==> src/rtl/uart_pkg.sv <==
// Shared UART constants and byte-FSM state encoding (receiver and transmitter).
package uart_pkg;

   localparam int CLK_FS       = 24_000_000;
   localparam int UART_BPS     = 460_800;
   localparam int BPS_CNT      = CLK_FS / UART_BPS;   // 52 clocks per bit
   localparam int FRAME_BYTES  = 11;
   localparam int FRAME_W      = 8 * FRAME_BYTES;
   localparam int TIMEOUT_BITS = 20;

   // The synchroniser and edge register put the FSM a few clocks behind the
   // wire. START is entered with clk_cnt already advanced by this amount, so
   // the mid-bit sample sits early enough to land inside the half-length
   // stop bit that our transmitter sends between back-to-back bytes.
   localparam int SYNC_LAT     = 3;

   typedef enum logic [2:0] {
      IDLE      = 3'd0,
      START     = 3'd1,
      DATA      = 3'd2,
      STOP      = 3'd3,
      WAIT_HIGH = 3'd4
   } rx_state_t;

endpackage

==> src/rtl/uart_frame_receiver_if.sv <==
// Serial input and frame-level outputs of the UART frame receiver.
interface uart_frame_receiver_if;
   import uart_pkg::*;

   logic               rxd;
   logic [FRAME_W-1:0] rx_data;
   logic               rx_done;
   logic               frame_err;
   logic               rx_busy;

   // master: the receiver; slave: the line driver / consuming logic
   modport master (
      input  rxd,
      output rx_data,
      output rx_done,
      output frame_err,
      output rx_busy
   );

   modport slave (
      output rxd,
      input  rx_data,
      input  rx_done,
      input  frame_err,
      input  rx_busy
   );
endinterface

==> src/rtl/uart_rx_byte.sv <==
// 8N1 byte deserialiser: synchroniser, start-edge detect, byte FSM.
// byte_valid_o / stop_err_o are single-cycle pulses in the stop-sample cycle.
module uart_rx_byte
   import uart_pkg::*;
(
   input  logic       sys_clk,
   input  logic       sys_rst_n,
   input  logic       rxd_i,
   output logic [7:0] byte_o,
   output logic       byte_valid_o,
   output logic       stop_err_o,
   output logic       start_o,
   output logic       busy_o
);

   localparam int               CNT_W     = $clog2(BPS_CNT);
   localparam logic [CNT_W-1:0] CNT_MID   = CNT_W'(BPS_CNT / 2);
   localparam logic [CNT_W-1:0] CNT_LAST  = CNT_W'(BPS_CNT - 1);
   localparam logic [CNT_W-1:0] CNT_ENTRY = CNT_W'(SYNC_LAT);

   logic             rxd_meta_q;
   logic             rxd_sync_q;
   logic             rxd_prev_q;
   logic             start_edge;

   rx_state_t        state_q, state_d;
   logic [CNT_W-1:0] clk_cnt_q, clk_cnt_d;
   logic [2:0]       bit_idx_q, bit_idx_d;
   logic [7:0]       shift_q, shift_d;
   logic             cnt_mid;
   logic             cnt_last;
   logic [CNT_W-1:0] cnt_wrap;

   // two-flop synchroniser plus a delayed copy for falling-edge detection
   always_ff @(posedge sys_clk or negedge sys_rst_n) begin
      if (!sys_rst_n) begin
         rxd_meta_q <= 1'b1;
         rxd_sync_q <= 1'b1;
         rxd_prev_q <= 1'b1;
      end else begin
         rxd_meta_q <= rxd_i;
         rxd_sync_q <= rxd_meta_q;
         rxd_prev_q <= rxd_sync_q;
      end
   end

   assign start_edge = rxd_prev_q & ~rxd_sync_q;
   assign cnt_mid    = (clk_cnt_q == CNT_MID);
   assign cnt_last   = (clk_cnt_q == CNT_LAST);
   assign cnt_wrap   = cnt_last ? '0 : clk_cnt_q + 1'b1;

   // byte FSM state, bit counter and shift register
   always_ff @(posedge sys_clk or negedge sys_rst_n) begin
      if (!sys_rst_n) begin
         state_q   <= IDLE;
         clk_cnt_q <= '0;
         bit_idx_q <= '0;
         shift_q   <= '0;
      end else begin
         state_q   <= state_d;
         clk_cnt_q <= clk_cnt_d;
         bit_idx_q <= bit_idx_d;
         shift_q   <= shift_d;
      end
   end

   // next-state and per-cycle strobes of the byte FSM
   always_comb begin
      state_d      = state_q;
      clk_cnt_d    = clk_cnt_q;
      bit_idx_d    = bit_idx_q;
      shift_d      = shift_q;
      byte_valid_o = 1'b0;
      stop_err_o   = 1'b0;
      start_o      = 1'b0;

      case (state_q)
         IDLE: begin
            if (start_edge) begin
               start_o   = 1'b1;
               state_d   = START;
               clk_cnt_d = CNT_ENTRY;
            end
         end
         START: begin
            clk_cnt_d = cnt_wrap;
            if (cnt_mid && rxd_sync_q) begin
               // glitch, not a start bit
               state_d   = IDLE;
               clk_cnt_d = '0;
            end else if (cnt_last) begin
               state_d   = DATA;
               bit_idx_d = '0;
            end
         end
         DATA: begin
            clk_cnt_d = cnt_wrap;
            if (cnt_mid) begin
               shift_d = {rxd_sync_q, shift_q[7:1]};
            end
            if (cnt_last) begin
               if (bit_idx_q == 3'd7) begin
                  state_d = STOP;
               end else begin
                  bit_idx_d = bit_idx_q + 1'b1;
               end
            end
         end
         STOP: begin
            clk_cnt_d = cnt_wrap;
            if (cnt_mid) begin
               clk_cnt_d = '0;
               if (rxd_sync_q) begin
                  // leave at mid-bit so a shortened stop bit still rearms in time
                  byte_valid_o = 1'b1;
                  state_d      = IDLE;
               end else begin
                  stop_err_o = 1'b1;
                  state_d    = WAIT_HIGH;
               end
            end
         end
         WAIT_HIGH: begin
            clk_cnt_d = '0;
            if (rxd_sync_q) begin
               state_d = IDLE;
            end
         end
         default: begin
            state_d   = IDLE;
            clk_cnt_d = '0;
         end
      endcase
   end

   assign byte_o = shift_q;
   assign busy_o = (state_q != IDLE);

endmodule

==> src/rtl/uart_frame_receiver.sv <==
// Packs FRAME_BYTES received bytes (first byte in [7:0]) into one word,
// publishes it with an rx_done strobe, and drops partial frames on a stop-bit
// error or an inter-byte idle timeout (frame_err strobe).
module uart_frame_receiver
   import uart_pkg::*;
(
   input  logic                  sys_clk,
   input  logic                  sys_rst_n,
   uart_frame_receiver_if.master rx_if
);

   localparam int               IDX_W    = $clog2(FRAME_BYTES);
   localparam logic [IDX_W-1:0] IDX_LAST = IDX_W'(FRAME_BYTES - 1);
   localparam int               TO_LIMIT = TIMEOUT_BITS * BPS_CNT;
   localparam int               TO_W     = $clog2(TO_LIMIT);
   localparam logic [TO_W-1:0]  TO_END   = TO_W'(TO_LIMIT - 1);

   logic [7:0]             rx_byte;
   logic                   byte_valid;
   logic                   stop_err;
   logic                   start_seen;
   logic                   byte_busy;

   logic [IDX_W-1:0]       idx_q, idx_d;
   logic [FRAME_W-1:0]     shadow_q, shadow_d;
   logic [FRAME_W-1:0]     rx_data_q, rx_data_d;
   logic                   rx_done_q, rx_done_d;
   logic                   frame_err_q, frame_err_d;
   logic [TO_W-1:0]        idle_cnt_q, idle_cnt_d;
   logic [FRAME_BYTES-1:0] lane_we;
   logic                   to_run;

   uart_rx_byte u_rx_byte (
      .sys_clk      (sys_clk),
      .sys_rst_n    (sys_rst_n),
      .rxd_i        (rx_if.rxd),
      .byte_o       (rx_byte),
      .byte_valid_o (byte_valid),
      .stop_err_o   (stop_err),
      .start_o      (start_seen),
      .busy_o       (byte_busy)
   );

   // one write lane per byte slot of the shadow word
   for (genvar gi = 0; gi < FRAME_BYTES; gi++) begin : g_lane
      assign lane_we[gi]            = byte_valid && (idx_q == IDX_W'(gi));
      assign shadow_d[8*gi +: 8]    = lane_we[gi] ? rx_byte : shadow_q[8*gi +: 8];
   end

   assign to_run = !byte_busy && (idx_q != '0);

   // frame index, output word, strobes and idle timeout
   always_comb begin
      idx_d       = idx_q;
      rx_data_d   = rx_data_q;
      rx_done_d   = 1'b0;
      frame_err_d = 1'b0;
      idle_cnt_d  = '0;

      if (!start_seen && to_run) begin
         idle_cnt_d = idle_cnt_q + 1'b1;
      end

      if (byte_valid) begin
         if (idx_q == IDX_LAST) begin
            rx_data_d = shadow_d;
            rx_done_d = 1'b1;
            idx_d     = '0;
         end else begin
            idx_d = idx_q + 1'b1;
         end
      end else if (stop_err) begin
         idx_d       = '0;
         frame_err_d = 1'b1;
      end else if (to_run && (idle_cnt_q == TO_END)) begin
         idx_d       = '0;
         frame_err_d = 1'b1;
         idle_cnt_d  = '0;
      end
   end

   // frame-level state registers
   always_ff @(posedge sys_clk or negedge sys_rst_n) begin
      if (!sys_rst_n) begin
         idx_q       <= '0;
         shadow_q    <= '0;
         rx_data_q   <= '0;
         rx_done_q   <= 1'b0;
         frame_err_q <= 1'b0;
         idle_cnt_q  <= '0;
      end else begin
         idx_q       <= idx_d;
         shadow_q    <= shadow_d;
         rx_data_q   <= rx_data_d;
         rx_done_q   <= rx_done_d;
         frame_err_q <= frame_err_d;
         idle_cnt_q  <= idle_cnt_d;
      end
   end

   assign rx_if.rx_data   = rx_data_q;
   assign rx_if.rx_done   = rx_done_q;
   assign rx_if.frame_err = frame_err_q;
   assign rx_if.rx_busy   = byte_busy | (idx_q != '0);

endmodule
==> src/flat_wrapper.sv <==
// flat-port wrapper written by rule: the top's interface ports become plain ports
module uart_frame_receiver_flat import uart_pkg::*;
  (sys_clk, sys_rst_n, rx_if_rxd, rx_if_rx_data, rx_if_rx_done, rx_if_frame_err, rx_if_rx_busy);
  uart_frame_receiver_if rx_if_i ();
  input  logic sys_clk;
  input  logic sys_rst_n;
  input wire logic [$bits(rx_if_i.rxd)-1:0] rx_if_rxd;
  output wire logic [$bits(rx_if_i.rx_data)-1:0] rx_if_rx_data;
  output wire logic [$bits(rx_if_i.rx_done)-1:0] rx_if_rx_done;
  output wire logic [$bits(rx_if_i.frame_err)-1:0] rx_if_frame_err;
  output wire logic [$bits(rx_if_i.rx_busy)-1:0] rx_if_rx_busy;
  assign rx_if_i.rxd = rx_if_rxd;
  assign rx_if_rx_data = rx_if_i.rx_data;
  assign rx_if_rx_done = rx_if_i.rx_done;
  assign rx_if_frame_err = rx_if_i.frame_err;
  assign rx_if_rx_busy = rx_if_i.rx_busy;
  uart_frame_receiver u_core (.sys_clk(sys_clk), .sys_rst_n(sys_rst_n), .rx_if(rx_if_i));
endmodule
==> config.mk <==
export PLATFORM = sky130hd
export DESIGN_NAME = uart_frame_receiver_flat
export DESIGN_NICKNAME = d
export VERILOG_FILES = /design/src/rtl/uart_pkg.sv /design/src/rtl/uart_frame_receiver_if.sv /design/src/rtl/uart_rx_byte.sv /design/src/rtl/uart_frame_receiver.sv /design/src/flat_wrapper.sv
export SDC_FILE = /design/constraint.sdc
export NUM_CORES = 1
export LEC_CHECK = 0
export ABC_AREA = 0
export CORE_ASPECT_RATIO = 1.1
export CORE_UTILIZATION = 32
export CTS_BUF_LIST = sky130_fd_sc_hd__clkbuf_4
export DETAILED_ROUTE_END_ITERATION = 12
export GPL_ROUTABILITY_DRIVEN = 1
export PLACE_DENSITY = 0.56
export SLEW_MARGIN = 20
export SYNTH_ARGS = -nofsm -noshare
export SYNTH_HDL_FRONTEND = slang
export SYNTH_SLANG_ARGS = --single-unit
==> constraint.sdc <==
create_clock -name sys_clk -period 6.4 [get_ports sys_clk]
set_input_delay 0.96 -clock sys_clk [delete_from_list [all_inputs] [get_ports sys_clk]]
set_output_delay 0.96 -clock sys_clk [all_outputs]
set_load 0.01 [all_outputs]
# Yosys cells after proc, flatten, opt, wreduce, memory -nomap -nowiden

Index checks and enable logic that the tools add are counted.
Widths: inputs -> output; s select.

Register bits after elaboration: 216
Input port bits: 3
Word-level logic and storage cells: 125

Add/subtract/negate cells: 4
Eq/ne operators: 27
Multiplexer cells: 51
Bitwise logic cells: 3
Reductions and logical operators: 27

Operator list:

| operator              | number |
|---|---|
| $mux 8                | 11 |
| $mux 11               | 4 |
| $mux 3                | 12 |
| $mux 6                | 4 |
| $pmux 6 s4            | 1 |
| $eq 4x3->1 const B    | 4 |
| $mux 4                | 4 |
| $ne 2x2->1 const B    | 8 |
| $logic_and 1x1->1     | 15 |
| $pmux 3 s5            | 1 |
| $mux 1                | 13 |
| $eq 4x4->1 const B    | 3 |
| $add 11x1->11 const B | 1 |
| $eq 11x11->1 const B  | 1 |
| $eq 4x2->1 const B    | 2 |
| $add 6x1->6 const B   | 1 |
| $eq 3x2->1 const B    | 2 |
| $eq 3x3->1 const B    | 2 |
| $eq 6x5->1 const B    | 1 |
| $eq 6x6->1 const B    | 1 |
| $pmux 3 s2            | 1 |
| $reduce_and 6->1      | 1 |
| $reduce_bool 3->1     | 2 |
| $reduce_and 5->1      | 1 |
| 14 further kinds      | 16 |

# Depth between registers and ports, before layout

Depth after elaboration: 10
Gate-level depth with buffers: 10

# Cells and area by module

A second synthesis with hierarchy kept.

Cell total of the unflattened synthesis: 594
Area, all modules: 8429.3 um^2

Modules (own cells, without submodules):

| module              | instances | cells an instance | area each (um^2) | sequential area each (um^2) |
|---|---|---|---|---|
| uart_frame_receiver | 1         | 479               | 7204.4           | 4629.4 |
| uart_rx_byte        | 1         | 115               | 1224.9           | 579.3 |

# Worst setup path before layout

Ideal clock, no wire load.

Kind: register to register
From: register u_core.u_rx_byte.clk_cnt_q[0]
To: register u_core.shadow_q[10]
Setup time: 0.125 ns
Arrival: 1.982 ns
Required time: 6.275 ns
Slack: 4.293 ns
Cell stages (with the launch flop): 9
Path through: dfrtp_1 > inv_1 > ha_1 > and4b_1 > buf_6 > nand2_8 > or4_4 > buf_6 > mux2_4

Word-level cells in the longest chain between the ends: 5

RTL lines:

| what                    | line                      | text |
|---|---|---|
| start, declared         | uart_rx_byte.sv:27        | `logic [CNT_W-1:0] clk_cnt_q, clk_cnt_d;` |
| start signal, assigned  | uart_rx_byte.sv:61        | `clk_cnt_q <= clk_cnt_d;` |
| $eq 6x5->1              | uart_rx_byte.sv:48        | `assign cnt_mid = (clk_cnt_q == CNT_MID);` |
| $mux 1                  | uart_rx_byte.sv:111       | `if (cnt_mid) begin` |
| $mux 1                  | uart_rx_byte.sv:77        | `case (state_q)` |
| $logic_and 1x1->1       | uart_frame_receiver.sv:46 | `assign lane_we[gi] = byte_valid && (idx_q == IDX_W'(gi));` |
| $mux 8                  | uart_frame_receiver.sv:47 | `assign shadow_d[8*gi +: 8] = lane_we[gi] ? rx_byte : shadow_q[8*gi +: 8];` |
| via u_core.shadow_d[10] | uart_frame_receiver.sv:25 | `logic [FRAME_W-1:0] shadow_q, shadow_d;` |
| end signal, assigned    | uart_frame_receiver.sv:93 | `shadow_q <= shadow_d;` |
| end, declared           | uart_frame_receiver.sv:25 |  |

The timed path passes the listed nets, and every way through them passes these cells.
A chain may end at the register's enable or synchronous reset.

# Worst setup path in the final report

From: register u_core.idx_q[1]
To: output port rx_if_rx_busy

Word-level cells in the longest chain between the ends: 2

RTL lines:

| what                   | line                       | text |
|---|---|---|
| start, declared        | uart_frame_receiver.sv:24  | `logic [IDX_W-1:0] idx_q, idx_d;` |
| start signal, assigned | uart_frame_receiver.sv:92  | `idx_q <= idx_d;` |
| $reduce_bool 4->1      | uart_frame_receiver.sv:104 | `assign rx_if.rx_busy = byte_busy \| (idx_q != '0);` |
| $or 1x1->1             | uart_frame_receiver.sv:104 |  |
| end, declared          | flat_wrapper.sv:11         | `output wire logic [$bits(rx_if_i.rx_busy)-1:0] rx_if_rx_busy;` |

Every way passes these cells.

==> summary.md <==
| Metric | Value |
|---|---|
| CP Launch Type | `register` |
| Clk buf depth | `3` |
| Worst clock skew | `about 0.042 ns` |
| Initial antenna violation count | `1` |
| CTS Buf Count | `55` |
| Footprint of the multi-input gates | `3022 um^2` |
| Post-detailed-route count of antenna-violating nets | `0` |
| Crit. End Element | `output port` |
| Crit path cell chain | `nor4_1 > nand3_1 > clkdlybuf4s50_1` |
| Final min period | `3.397 ns` |
| Syn_area_per_cell | `approximately 11 um^2` |
| CP max stage delay | `about 0.57 ns` |
| IO Pins | `between 90 and 100` |
| Maximum Capacitance Violations | `0` |
| Max FO, Critical Path | `11` |
| Worst EP required | `5.44 ns` |
| Ys async rst share | `1.000` |
| Vias per cell | `4.567` |
| Iteration-0 DRC Markers | `roughly 300` |
| DR DRC count | `0` |
| Final worst path period share | `0.5307` |
| Initial core utilization | `0.3248` |
| Tightest Pin Transition | `0.9575 ns` |
| DR vias | `5764` |
| Worst R2R Setup Slack | `3.86 ns` |
| Global-route wire length before repair | `30.56 mm` |
| Top_reg_cell synth | `dfrtp_1` |
| Post-CTS Resized | `0` |
| Maximum vdd ir drop | `between 0.0001 and 0.00015 V` |
| Sequential cell area | `5209 um^2` |
| Pin count of the biggest net entering global routing | `126` |
| Post-CTS Hold Buffers | `0` |
| DIE WIDTH | `157.1 um` |
| Synthesized Nets | `about 770` |
| Die Height | `172.6 um` |
| Layout cells sized above 1 | `0.2156` |
| Die ar. | `27110 um^2` |
| Slowest cell on crit path | `nor4_1` |
| Number of fill cells | `around 2600` |
| Final non-filler cell area | `10370 um^2` |
| Mapped Area | `8467 um^2` |
| Clk sinks | `208` |
| Setup violations, final | `0` |
| Cell row count | `62` |
| Core area | `around 26000 um^2` |
| TritonCTS clock tree | `built` |
| Setup bufs post-CTS | `0` |
| H-tree depth | `2` |
| CTS Root Cell | `clkbuf_4` |
| Drt total wl | `18.24 mm` |
| Gr ovfl total | `0` |
| GPL Wtd Cong | `around 0.8` |
| Outcome | `finished, final reports clean` |
| Fin. max-slew vios | `0` |
| Post-DP Area | `9677 um^2` |
| Final Hold Vio Count | `0` |
| Gate Count Post-Synth | `~760` |
| Area grow syn2layout | `22.52%` |
| Max_slew headroom | `0.3617` |
| Number of synthesized register bits | `208` |
| Unrepaired setup endpoints after global routing | `false` |
| Hold slack | `0.3566 ns` |
| Vias in the first global route | `5782` |
| Worst Hold Class | `register to register` |
| Crit Path Class | `register to output port` |
| Input/output buffers | `93` |
| Synth cell types | `59` |
| Worst skew pair latency | `0.66 ns` |
| Clock slew at reported path FFs | `0.07 ns` |
| GRT Overall Usage | `0.1420` |
| Fmax achieved | `294.4 MHz` |
| Leakage power | `5.205 nW` |
| Arrival @ worst endpoint | `between 2 and 2.5 ns` |
| Drt first pass iters | `4` |
| Pwr dens | `between 200 and 300 nW/um^2` |
| Sum Neg Setup Slack | `0 ns` |
| YS warnings | `0` |
| Sequential share of the synthesized area | `0.6152` |
| Number of enable flip-flop cells after synthesis | `0` |
| Routed len/inst | `14.46 um` |
| Dpl hpwl | `11.12 mm` |
| # nets final | `just under 900` |
-- worst paths after layout --
check | from | to | cells after the start
max | u_core.idx_q[1] | rx_if_rx_busy | 3
max in group asynchronous | sys_rst_n | u_core.rx_if.rx_data[26] | 2
max reg2reg | u_core.u_rx_byte.clk_cnt_q[0] | u_core.rx_if.rx_data[12] | 8
min in group asynchronous | sys_rst_n | u_core.rx_if.rx_data[59] | 1
min | u_core.u_rx_byte.rxd_meta_q | u_core.u_rx_byte.rxd_sync_q | 0
min reg2reg | u_core.u_rx_byte.rxd_meta_q | u_core.u_rx_byte.rxd_sync_q | 0
-- cells by family after synthesis --
| family | after synthesis | synth area share |
|---|---|---|
| and+or+nand+nor | 358 | 0.1881 |
| AOI/OAI and AO/OA | 33 | 0.02764 |
| muxes | 91 | 0.1244 |
| xor gates and xnor gates | 9 | 0.009309 |
| DFF | 208 | 0.6152 |
| adders and majority gates | 5 | 0.007389 |
| buffers and inverters | 54 | 0.02793 |
-- power breakdown --
part | switching [W] | internal, W | total, W
registers | 0.0000375 | 0.00134 | 0.00137
clock network | 0.000533 | 0.000606 | 0.00114
logic | 0.0000919 | 0.0000623 | 0.000154
-- area by class of cell --
class                      instances  share of cell area
tap                              352             0.04246
multi-input combinational        496              0.2913
timing repair buffer              97             0.09311
clock inverter                    18            0.009649
sequential                       208              0.5021
clock buffer                      79             0.05717
inverter                          11            0.003980
antenna                            1           0.0002412
-- synth_stat cells, types with 4 or more instances --
master	instances	share of area
and3_1	5	0.0037
mux2_2	82	0.11
nand4_1	9	0.0066
inv_1	10	0.0044
o21ai_0	5	0.0030
a21oi_1	6	0.0035
buf_2	8	0.0047
ha_1	5	0.0074
xnor2_1	5	0.0052
nor2_1	19	0.0084
xor2_1	4	0.0041
clkbuf_1	28	0.012
dfrtp_1	205	0.61
nand3_1	22	0.013
mux2_4	8	0.014
nand2_1	267	0.12
-- per-stage QoR --
step           total power (W)  instances  worst slack (ns)  utilization
3_3_place_gp          0.001554       1164             3.632       0.3713
3_5_place_dp          0.001555       1164             3.650       0.3713
2_1_floorplan         0.001500        758             4.293            -
6_report              0.002667       1262             3.003       0.3980
5_1_grt               0.002812       1262             2.722       0.3980
4_1_cts               0.002715       1261             2.887       0.3978
-- routing by layer --
metal	share of wire	up-vias	global-route usage
li1	-	2779	-
met4	0.014	0	0.04490
met2	0.48	129	0.2246
met5	0	-	0
met1	0.46	2836	0.1911
met3	0.048	20	0.03484
-- sequential cells by signal, summed over array words and instances, names as in the netlist --
| register | cells |
|---|---|
| u_core.shadow_q | 80 |
| u_core.rx_if.rx_data | 88 |
| u_core.idle_cnt_q | 11 |
| u_core.idx_q | 4 |
| u_core.rx_if.frame_err | 1 |
| u_core.u_rx_byte.bit_idx_q | 3 |
| u_core.u_rx_byte.byte_o | 8 |
| u_core.u_rx_byte.rxd_prev_q | 1 |
| u_core.u_rx_byte.clk_cnt_q | 6 |
| u_core.u_rx_byte.rxd_sync_q | 1 |
| u_core.rx_if.rx_done | 1 |
| u_core.u_rx_byte.rxd_meta_q | 1 |
| u_core.u_rx_byte.state_q | 3 |
-- cell usage in the layout (no fill, tap or decap), drive strengths merged, types with 6 or more instances in the layout --
cell type      netlist  final
nand2              268    268
nand4                9      9
inv                 11     12
dfrtp              205    205
clkbuf              29     79
a21oi                6      6
mux2                90     90
clkdlybuf4s50        0     92
clkinv               0     16
nand3               22     22
nor2                21     21
-- worst max-delay path: cells and delay by family, from the launching register on --
kind          cells  cell delay, ns
buf+inv           1            0.52
flops             1            0.50
simple gates      2            0.76
No activity file was read; power rests on OpenSTA's default activity.
